File: config.mk
export PLATFORM = sky130hd
export DESIGN_NAME = gf2m_unsquare_seq
export DESIGN_NICKNAME = d
export VERILOG_FILES = /design/src/rtl/gf2m_unsquare_seq.sv
export SDC_FILE = /design/constraint.sdc
export NUM_CORES = 1
export LEC_CHECK = 0
export CORE_MARGIN = 2
export CORE_UTILIZATION = 35
export DETAILED_ROUTE_END_ITERATION = 10
export GPL_TIMING_DRIVEN = 0
export SLEW_MARGIN = 40
export SYNTH_ARGS = -nofsm -noshare
export SYNTH_HDL_FRONTEND = slang
export SYNTH_SLANG_ARGS = --single-unit
File: constraint.sdc
create_clock -name clk -period 5.7 [get_ports clk]
set_clock_uncertainty 0.1 [all_clocks]
set_input_delay 0.57 -clock clk [delete_from_list [all_inputs] [get_ports clk]]
set_output_delay 0.57 -clock clk [all_outputs]
set_load 0.02 [all_outputs]
File: src/rtl/gf2m_unsquare_seq.sv
// Sequential GF(2^163) un-square/adder: result = sqrt(in_r) ^ in_b (opt=1) or in_r ^ in_b (opt=0).
// sqrt(a) = a^(2^162), computed as SQ_PER_CYC chained squarings per cycle.
module gf2m_unsquare_seq #(
    parameter int unsigned M          = 163,
    parameter int unsigned SQ_PER_CYC = 2
) (
    input  logic         clk,
    input  logic         rst_n,
    input  logic         start,
    input  logic         opt,
    input  logic [M-1:0] in_r,
    input  logic [M-1:0] in_b,
    output logic         busy,
    output logic         done,
    output logic [M-1:0] result
);

    localparam int unsigned N  = (M - 1) / SQ_PER_CYC;
    localparam int unsigned CW = $clog2(N + 1);

    typedef enum logic [1:0] {
        S_IDLE = 2'd0,
        S_SQR  = 2'd1,
        S_FIN  = 2'd2
    } state_t;

    state_t         state_q, state_d;
    logic [CW-1:0]  cnt_q, cnt_d;
    logic [M-1:0]   acc_q, acc_d;
    logic [M-1:0]   breg_q, breg_d;
    logic           opt_q, opt_d;
    logic           busy_q, busy_d;
    logic           done_q, done_d;
    logic [M-1:0]   result_q, result_d;

    // a^2 mod x^163 + x^7 + x^6 + x^3 + 1: spread bits, then fold high terms down from the top
    function automatic logic [M-1:0] gf_sq(input logic [M-1:0] a);
        logic [2*M-2:0] t;
        int             base;
        t = '0;
        for (int i = 0; i < int'(M); i++) begin
            t[2*i] = a[i];
        end
        for (int j = 2*int'(M) - 2; j >= int'(M); j--) begin
            if (t[j]) begin
                base        = j - int'(M);
                t[base + 7] = t[base + 7] ^ 1'b1;
                t[base + 6] = t[base + 6] ^ 1'b1;
                t[base + 3] = t[base + 3] ^ 1'b1;
                t[base]     = t[base] ^ 1'b1;
                t[j]        = 1'b0;
            end
        end
        return t[M-1:0];
    endfunction

    logic [M-1:0] sq_chain [SQ_PER_CYC+1];

    always_comb begin
        sq_chain[0] = acc_q;
        for (int k = 0; k < int'(SQ_PER_CYC); k++) begin
            sq_chain[k+1] = gf_sq(sq_chain[k]);
        end
    end

    // Next-state and datapath updates
    always_comb begin
        state_d  = state_q;
        cnt_d    = cnt_q;
        acc_d    = acc_q;
        breg_d   = breg_q;
        opt_d    = opt_q;
        done_d   = 1'b0;
        result_d = result_q;

        case (state_q)
            S_IDLE: begin
                if (start) begin
                    acc_d   = in_r;
                    breg_d  = in_b;
                    opt_d   = opt;
                    cnt_d   = '0;
                    state_d = opt ? S_SQR : S_FIN;
                end
            end
            S_SQR: begin
                acc_d = sq_chain[SQ_PER_CYC];
                cnt_d = cnt_q + CW'(1);
                if (!opt_q || cnt_q == CW'(N - 1)) begin
                    state_d = S_FIN;
                end
            end
            S_FIN: begin
                result_d = acc_q ^ breg_q;
                done_d   = 1'b1;
                state_d  = S_IDLE;
            end
            default: begin
                state_d = S_IDLE;
            end
        endcase

        busy_d = (state_d != S_IDLE);
    end

    always_ff @(posedge clk or negedge rst_n) begin
        if (!rst_n) begin
            state_q  <= S_IDLE;
            cnt_q    <= '0;
            acc_q    <= '0;
            breg_q   <= '0;
            opt_q    <= 1'b0;
            busy_q   <= 1'b0;
            done_q   <= 1'b0;
            result_q <= '0;
        end else begin
            state_q  <= state_d;
            cnt_q    <= cnt_d;
            acc_q    <= acc_d;
            breg_q   <= breg_d;
            opt_q    <= opt_d;
            busy_q   <= busy_d;
            done_q   <= done_d;
            result_q <= result_d;
        end
    end

    assign busy   = busy_q;
    assign done   = done_q;
    assign result = result_q;

endmodule
==> results of run 1 <==
## repair_timing
item,CTS,global route
setup buffers,0,0
setup endpoints to repair,0,0
endpoints found under the hold margin,35,0
hold buffers,1,0
## sequential cells by signal, summed over array words and instances (netlist names)
register and cells:
acc_q 163, breg_q 163, result 163, cnt_q 7, state_q 2, busy 1, done 1, opt_q 1
## metrics by stage
step | std cells | utilization, % | instance area, um2 | hold slack [ns] | setup slack, ns
final | 3943 | 47.2 | 32200 | 0.344 | 3.07
after global routing | 3938 | 47.2 | 32200 | 0.364 | 2.93
after CTS | 3930 | 47.2 | 32200 | 0.336 | 3.07
after detailed placement | 3831 | 44.5 | 30300 | 0.370 | 2.60
after global placement | 3821 | 44.1 | 30100 | 0.362 | -18.25
after floorplan | 2445 | - | 24000 | 0.174 | 3.55
## critical path, stage by stage, from the launching register on
cell      delay (ns)
dfrtp_1         0.37
nand2b_1        0.15
clkbuf_2        0.39
clkbuf_2        0.60
clkbuf_1        0.69
nand2_1         0.11
o21ai_0         0.10
## cells by family (layout without fill, tap and decap cells)
logic type	after synthesis	in the layout	synth area share, %
AOI/OAI and AO/OA	492	492	12.1
adders and majority gates	2	2	0.104
xor gates and xnor gates	574	574	21.4
DFF	501	501	52.2
buffers and inverters	178	781	3.16
and+or+nand+nor	698	698	11.0
other	0	13	0
## cell type report
cell class / count / share of cell area (%)
sequential: 501 / 38.9
multi-input combinational: 1766 / 33.3
timing repair buffer: 505 / 16.2
clock buffer: 86 / 5.17
tap: 882 / 3.43
buffer: 174 / 2.37
clock inverter: 12 / 0.509
antenna: 13 / 0.101
inverter: 4 / 0.0466
## worst paths after layout
path / endpoint / cells past startpoint / slack (ns) / start
worst max-delay path: result[87] / 6 / 3.07 / state_q[0]
worst min-delay path: result[17] / 2 / 0.34 / rst_n
worst max register to register: result[87] / 6 / 3.07 / state_q[0]
worst min register to register: result[149] / 2 / 0.38 / result[149]
max in group asynchronous: breg_q[100] / 6 / 3.60 / rst_n
min in group clk: result[149] / 2 / 0.38 / result[149]
## where the power goes
group	internal [mW]	switching, mW
Clock	2.17	1.50
Combinational	6.64	7.95
Sequential	5.32	1.87
Total	14.1	11.3
## per-layer routing
metal	wire length, um	global-route usage [%]	up-vias
li1	-	-	9134
met1	39800	34.8	9847
met2	45000	43.4	736
met3	7700	6.93	163
met4	3750	10.5	16
met5	106	0	-
## cell usage in the layout, fill, tap and decap left out, types with 3 or more instances in the layout
master,n
clkdlybuf4s50_1,493
nor2_1,5
clkbuf_1,124
buf_2,33
clkinv_2,7
nand2_1,681
a22oi_1,158
bufinv_16,4
diode_2,13
buf_16,7
dfrtp_1,501
clkbuf_8,13
xnor3_1,3
clkbuf_16,57
inv_1,4
o21ai_0,318
a221o_1,3
nand3_1,4
xor2_1,88
buf_1,9
xnor2_1,479
buf_6,4
clkbuf_2,15
buf_4,4
==> impl_metrics.toml, run 1 <==
[cells_and_area]
regArea_um2 = 12500
layout-drive-gt1-share_pct = 5.02
final_nets = 3340
area_delta_synth_final_pct = 34.1
multi_input_area_um2 = 10700
fillers = 6394

[placement]
dp_hpwl_mm = 76.4
gp_congestion = 0.909
port-buffer-count = 494

[route]
wire_per_inst_um = 24.4
first_iter_violations = 1511
drc_errors = 0
vias = 19900
drt-total-wl_mm = 96.4
via_per_inst = 5.05
drtAntennaViolNets = 0
first_pass_iters = 5

[cts]
cts.clk_slew.worst_paths_ns = 0.06
worstSkewPairLatency_ns = 0.62
clock-root-buffer = "clkbuf_16"
cts_tree = "done"
clock-sinks = 501
post_cts_resized = 0
cts_max_path_buffers = 3
numCtsBuffers = 56
h-tree-depth = 2

[sta]
finalSetupViolations = 0
tightestPinTransition_ns = 0.899
max_freq_mhz = 380
drv_slew = 0
min_period_ns = 2.63
relSlewSlack_pct = 39.8
min_period_over_period_pct = 46.2
setup_tns_ns = 0
finalHoldViolations = 0
rsz0062_at_grt = "no"

[setup_path]
start_kind = "flop"
critPathRequiredTime_ns = 6.11
critPathCaptureType = "flop"
path_class = "reg2reg"
cp_data_arrival_time_ns = 3.04
path_max_fanout = 10

[synth]
netlist_area_um2 = 24000
synth_area_leaders = "dfrtp_1 (52%), xnor2_1 (17%), nand2_1 (11%)"
synthesis.nets = 2777
yosysMostFrequentCell = "nand2_1"
ys_types = 35
synth_common_cells = "nand2_1 (681), dfrtp_1 (501), xnor2_1 (479)"
async_flop_share_pct = 100
ys_seq_area_share_pct = 52.2
yosys_warnings = 0
ys_ff_latch = 501
synth-edff-count = 0
synth_area_per_cell_um2 = 9.82
yosys.area.top_type = "dfrtp_1"
syn_inst = 2445
yosysTopAreaCellShare_pct = 52.2
synth_ff_type = "dfrtp_1"

[die]
coreArea_um2 = 68200
dieArea_um2 = 70700
io_pins = 495
die_h_um = 266
initial_core_util_pct = 35.2
die_width_um = 266
num_rows = 96

[power]
leakage_nw = 13.8
pwr_density_cell_nw_per_um2 = 790
finalPower_mw = 25.5
vdd_drop_max_v = 0.000315

[grt]
globalRouteTotalUtil_pct = 27.0
grt-ovfl-total = 0
grt_max_degree = 76
grt_pass1_vias = 20300
grt_first_pass_wirelength_mm = 138
antenna_found_initial = 20

[run]
maxCapViolations = 0

[hold_path]
hp-class = "in2async"

[run_status]
status = "complete, no violations"
Power figures use the tool's default switching activity.
==> run 2, diff against run 1 <==
Clock period 5.7 ns to 2.13 ns, I/O delays scaled along.
==> run 2 against run 1 <==
Effect of this change: setup slack lost 3.0 ns; maximum frequency grew 27%; sequential power grew to 2.7 times the previous value; non-clock buffer count shrank 1; register-to-register slack lost 3.0 ns; via count grew 0.19%; sequential share of layout area shrank 0.51 points; clock power grew to 2.8 times the previous value; critical path depth is the same; sequential cell count is the same; hold slack lost 0.31 ns; die area is the same; largest power group unchanged.
==> impl_metrics.toml, run 2 (synthesized netlist as in run 1, its figures left out) <==
[cts]
numCtsBuffers = 56
cts.clk_slew.worst_paths_ns = 0.06
clock-root-buffer = "clkbuf_16"
cts_max_path_buffers = 3
cts_tree = "done"
clock-sinks = 501
h-tree-depth = 2
worstSkewPairLatency_ns = 0.61

[sta]
max_freq_mhz = 483
finalHoldViolations = 0
tightestPinTransition_ns = 0.693
relSlewSlack_pct = 53.8
min_period_over_period_pct = 97.2
fin_ws_ns = 0.0601
setup_tns_ns = 0
min_period_ns = 2.07
rsz0062_at_grt = "yes"
finalSetupViolations = 0
drv_slew = 0

[die]
initial_core_util_pct = 35.2
io_pins = 495
coreArea_um2 = 68200
die_width_um = 266
num_rows = 96
dieArea_um2 = 70700
die_h_um = 266

[route]
drtAntennaViolNets = 0
drc_errors = 0
first_iter_violations = 1635
wire_per_inst_um = 24.6
first_pass_iters = 7
vias = 19900
drt-total-wl_mm = 97.1
via_per_inst = 5.06

[hold_path]
worstHoldStart = "in_b[12]"
hold_end = "breg_q[12]"
hp-class = "in2reg"
holdPathStages = 3

[power]
leakage_nw = 14.1
vdd_drop_max_v = 0.000875
pwr_density_cell_nw_per_um2 = 2120

[run_status]
status = "complete, no violations"

[setup_path]
path_max_fanout = 7
cp_slowest_cell = "xor2_2"
cp_data_arrival_time_ns = 2.43
path_cells = "buf_2, xor2_2, xnor2_1, xnor2_1, xnor2_1, o21ai_0"
path_class = "reg2reg"
r2r_slack_ns = 0.06
worst-r2r-cell-count = 6
crit_top_cell = "xnor2_1"
start_kind = "flop"
crit_family = "XOR/XNOR gates"
rr_startpoint = "acc_q[136]"
crit_buf_inv = 1
r2r-end = "acc_q[76]"
critPathCaptureType = "flop"
critPathRequiredTime_ns = 2.49
critical-path-max-stage-delay_ns = 0.47

[cells_and_area]
layout-drive-gt1-share_pct = 8.33
layout_common_cells = "nand2_1 (680), dfrtp_1 (499), clkdlybuf4s50_1 (493)"
area_delta_synth_final_pct = 35.9
final_common_cell = "nand2_1"
final_nets = 3339

[grt]
globalRouteTotalUtil_pct = 27.3
antenna_found_initial = 20
grt_max_degree = 72
grt_pass1_vias = 20400
grt-ovfl-total = 0
grt_first_pass_wirelength_mm = 140

[placement]
dp_hpwl_mm = 76.4
gp_congestion = 0.933
port-buffer-count = 494
dp_slack_ns = -0.623

[run]
maxCapViolations = 0
==> run 2: cell types whose count changed in the layout (fill, tap and decap cells not counted), sizes merged <==
cell and change:
clkinv +3, diode -1, dlygate4sd3 +1, buf +5, clkbuf -17, bufinv +3
clkinvlp +3, inv +2
==> run 2: power by group <==
group / switching [mW] / internal, mW
registers: 5.21 / 14.2
logic: 21.2 / 18.1
clock network: 4.09 / 6.17
total: 30.5 / 38.6
==> run 2: per-stage QoR <==
step           utilization, %  hold WS (ns)  instance area (um2)  total power, mW  std cells
6_report                 47.8        0.0355                32600             69.0       3942
5_1_grt                  47.8        0.0285                32600             73.4       3937
4_1_cts                  47.6      0.000429                32400             68.8       3930
3_5_place_dp             44.5       -0.0234                30400             58.0       3831
2_1_floorplan               -        -0.183                24000             44.3       2445
3_3_place_gp             44.1         0.364                30100             57.3       3821
==> run 2: per-layer routing <==
metal | up-vias | GRT usage (%) | part of all wire (%)
li1 | 9111 | - | -
met1 | 9914 | 35.3 | 42
met2 | 729 | 44.3 | 47
met3 | 158 | 7.26 | 7.6
met4 | 22 | 9.70 | 3.2
met5 | - | 0 | 0.15
==> run 2: worst reg2reg max path: cells and delay by family (launching register included) <==
family | cells | cell delay (ns)
compound gates | 1 | 0.12
xor+xnor | 4 | 1.06
flops | 1 | 0.31
buf+inv | 1 | 0.34
==> run 2: worst max path at each step <==
stage	startpoint	to	slack, ns	cells after the start
floorplan	acc_q[161]	acc_q[8]	0.15	6
global route	state_q[1]	cnt_q[6]	-0.09	5
CTS	acc_q[159]	acc_q[162]	-0.03	6
global placement	rst_n	breg_q[140]	-21.63	1
detailed placement	start	acc_q[128]	-0.62	8
finish	acc_q[136]	acc_q[76]	0.06	6
==> run 2: area by class of cell <==
| type | count | area [um2] |
|---|---|---|
| sequential | 501 | 12500 |
| multi-input combinational | 1766 | 10900 |
| timing repair buffer | 509 | 5270 |
| clock inverter | 23 | 305 |
| antenna | 12 | 30.0 |
| tap | 882 | 1100 |
| inverter | 4 | 15.0 |
| clock buffer | 76 | 1630 |
| fill | 6320 | 35600 |
| buffer | 169 | 857 |
==> run 2: what timing repair did <==
item | in CTS | in global routing
hold buffers | 3 | 0
gates cloned | 0 | 0
setup buffers | 2 | 0
resized for setup | 54 | 92
setup endpoints to repair | 466 | 302
endpoints found under the hold margin | 201 | 0
pin swaps | 3 | 1
==> run 3, diff against run 2 <==
Settings changed: CORE_UTILIZATION 35 to 47, PLACE_DENSITY from default to 0.77, TNS_END_PERCENT from default to 30.
==> run 3 against run 2 <==
Effect of this change: final area down 1.8%; final cell count shrank 5.6%; sequential share of layout area up 0.71 points; register-to-register slack got worse by 0.04 ns; count of clock-buffer cells in the layout up 1; highest routed layer unchanged; largest power group unchanged; critical path type unchanged; combinational power barely moved; non-clock buffer count down 6; maximum frequency fell by 1.7%.
==> impl_metrics.toml, run 3 (synthesized netlist as in run 1, its figures left out) <==
[run_status]
status = "complete, no violations"

[sta]
min_period_ns = 2.11
setup_tns_ns = 0
finalSetupViolations = 0
finalHoldViolations = 0
holdWs_ns = 0.0334
max_freq_mhz = 475
relSlewSlack_pct = 54.8
drv_slew = 0
tightestPinTransition_ns = 0.673
min_period_over_period_pct = 98.9
rsz0062_at_grt = "yes"

[die]
die_h_um = 230
initial_core_util_pct = 47.8
coreArea_um2 = 50300
die_width_um = 230
io_pins = 495
dieArea_um2 = 52900
num_rows = 82

[cts]
post_cts_buffers = 0
clock-sinks = 501
cts.clk_slew.worst_paths_ns = 0.06
clock-root-buffer = "clkbuf_16"
h-tree-depth = 2
numCtsBuffers = 53
cts_tree = "done"
cts_max_path_buffers = 3
worstSkewPairLatency_ns = 0.60

[setup_path]
critPathCaptureType = "flop"
path_cells = "nor2_1, nand2_1, clkbuf_4, clkbuf_1, nand2_1, nand2_1"
path_max_fanout = 10
path_class = "reg2reg"
crit_top_cell = "nand2_1"
cp_slowest_cell = "clkbuf_4"
critPathRequiredTime_ns = 2.57
cp_data_arrival_time_ns = 2.54
start_kind = "flop"
critical-path-max-stage-delay_ns = 0.46

[power]
finalPower_mw = 67.9
combinationalPowerShare_pct = 57.5
leakage_nw = 13.9
switching_share_pct = 44.3
p_int_mw = 37.8
vdd_drop_max_v = 0.000938
clkPwrFrac_pct = 14.1
sequentialPowerShare_pct = 28.4
pwr_density_cell_nw_per_um2 = 2120
switching_power_mw = 30.1

[route]
wire_per_inst_um = 24.4
first_pass_iters = 6
vias = 20600
first_iter_violations = 2020
drt-total-wl_mm = 90.9
drc_errors = 0
drtAntennaViolNets = 0
via_per_inst = 5.52

[grt]
grt_max_degree = 78
grt_pass1_vias = 20700
globalRouteTotalUtil_pct = 34.0
antenna_found_initial = 18
grt_first_pass_wirelength_mm = 133
grt-ovfl-total = 0

[cells_and_area]
final_common_cell = "nand2_1"
final_nets = 3330
fillers = 4100
layout-drive-gt1-share_pct = 7.60
area_delta_synth_final_pct = 33.5
layout_common_cells = "nand2_1 (681), dfrtp_1 (500), clkdlybuf4s50_1 (493)"

[hold_path]
hp-class = "in2reg"

[placement]
gp_congestion = 0.968
dp_hpwl_mm = 69.6
port-buffer-count = 494

[run]
maxCapViolations = 0
run 3: cell types whose count changed in the layout (fill, tap and decap cells not counted), sizes merged:
cell and change:
bufinv -3, dlygate4sd3 -1, buf -6, clkbuf +2, inv -1
run 3: stage by stage:
stage,utilization (%),setup slack [ns],cells,instance area [um2]
2_1_floorplan,-,0.149,2445,24000
3_3_place_gp,59.3,-20.89,3611,29800
3_5_place_dp,59.6,-0.552,3617,30000
4_1_cts,63.4,-0.0248,3713,31900
5_1_grt,63.7,-0.0608,3722,32000
6_report,63.7,0.0239,3723,32000
run 3: power groups by stage:
stage	logic [mW]	registers, mW	clock network (mW)
after detailed placement	38.0	19.2	0
after floorplan	25.3	19.1	0
final	39.0	19.3	9.59
after CTS	38.5	19.1	9.63
after global routing	42.0	19.7	10.0
after global placement	37.2	19.1	0
run 3: layer usage:
| metal | track usage (%) | wire length [um] |
|---|---|---|
| met2 | 53.9 | 42400 |
| met4 | 16.5 | 4340 |
| met1 | 44.5 | 36600 |
| met5 | 0 | 87 |
| met3 | 7.18 | 7400 |
run 3: critical path, delay by kind of cell, from the launching register on:
| kind | cells | cell delay (ns) |
|---|---|---|
| AND/OR/NAND/NOR | 4 | 0.61 |
| buffers and inverters | 2 | 0.91 |
| flip-flops | 1 | 0.40 |
run 3: final timing paths:
path                             from  slack [ns]  depth (start not counted)     endpoint
max in group asynchronous       rst_n        0.64                          4    acc_q[80]
min reg2reg                result[47]        0.38                          2   result[47]
max reg2reg                state_q[0]        0.02                          6   breg_q[42]
min                         in_b[149]        0.03                          3  breg_q[149]
max                        state_q[0]        0.02                          6   breg_q[42]
min in group asynchronous       rst_n        0.06                          2   breg_q[19]
run 3: area by class of cell:
| type | count | area, um2 | area share, % |
|---|---|---|---|
| Sequential cell | 501 | 12500 | 39.1 |
| Multi-Input combinational cell | 1766 | 10900 | 33.9 |
| Timing Repair Buffer | 501 | 5120 | 16.0 |
| Clock buffer | 77 | 1580 | 4.93 |
| Buffer | 171 | 850 | 2.65 |
| Tap cell | 672 | 841 | 2.62 |
| Clock inverter | 19 | 206 | 0.644 |
| Antenna cell | 12 | 30.0 | 0.0937 |
| Inverter | 4 | 15.0 | 0.0469 |
run 3: repair_timing:
| item | in CTS | in global routing |
|---|---|---|
| hold buffers | 1 | 0 |
| pin swaps | 2 | 0 |
| endpoints found under the hold margin | 200 | 0 |
| resized for setup | 56 | 75 |
| endpoints found under the setup margin | 436 | 369 |
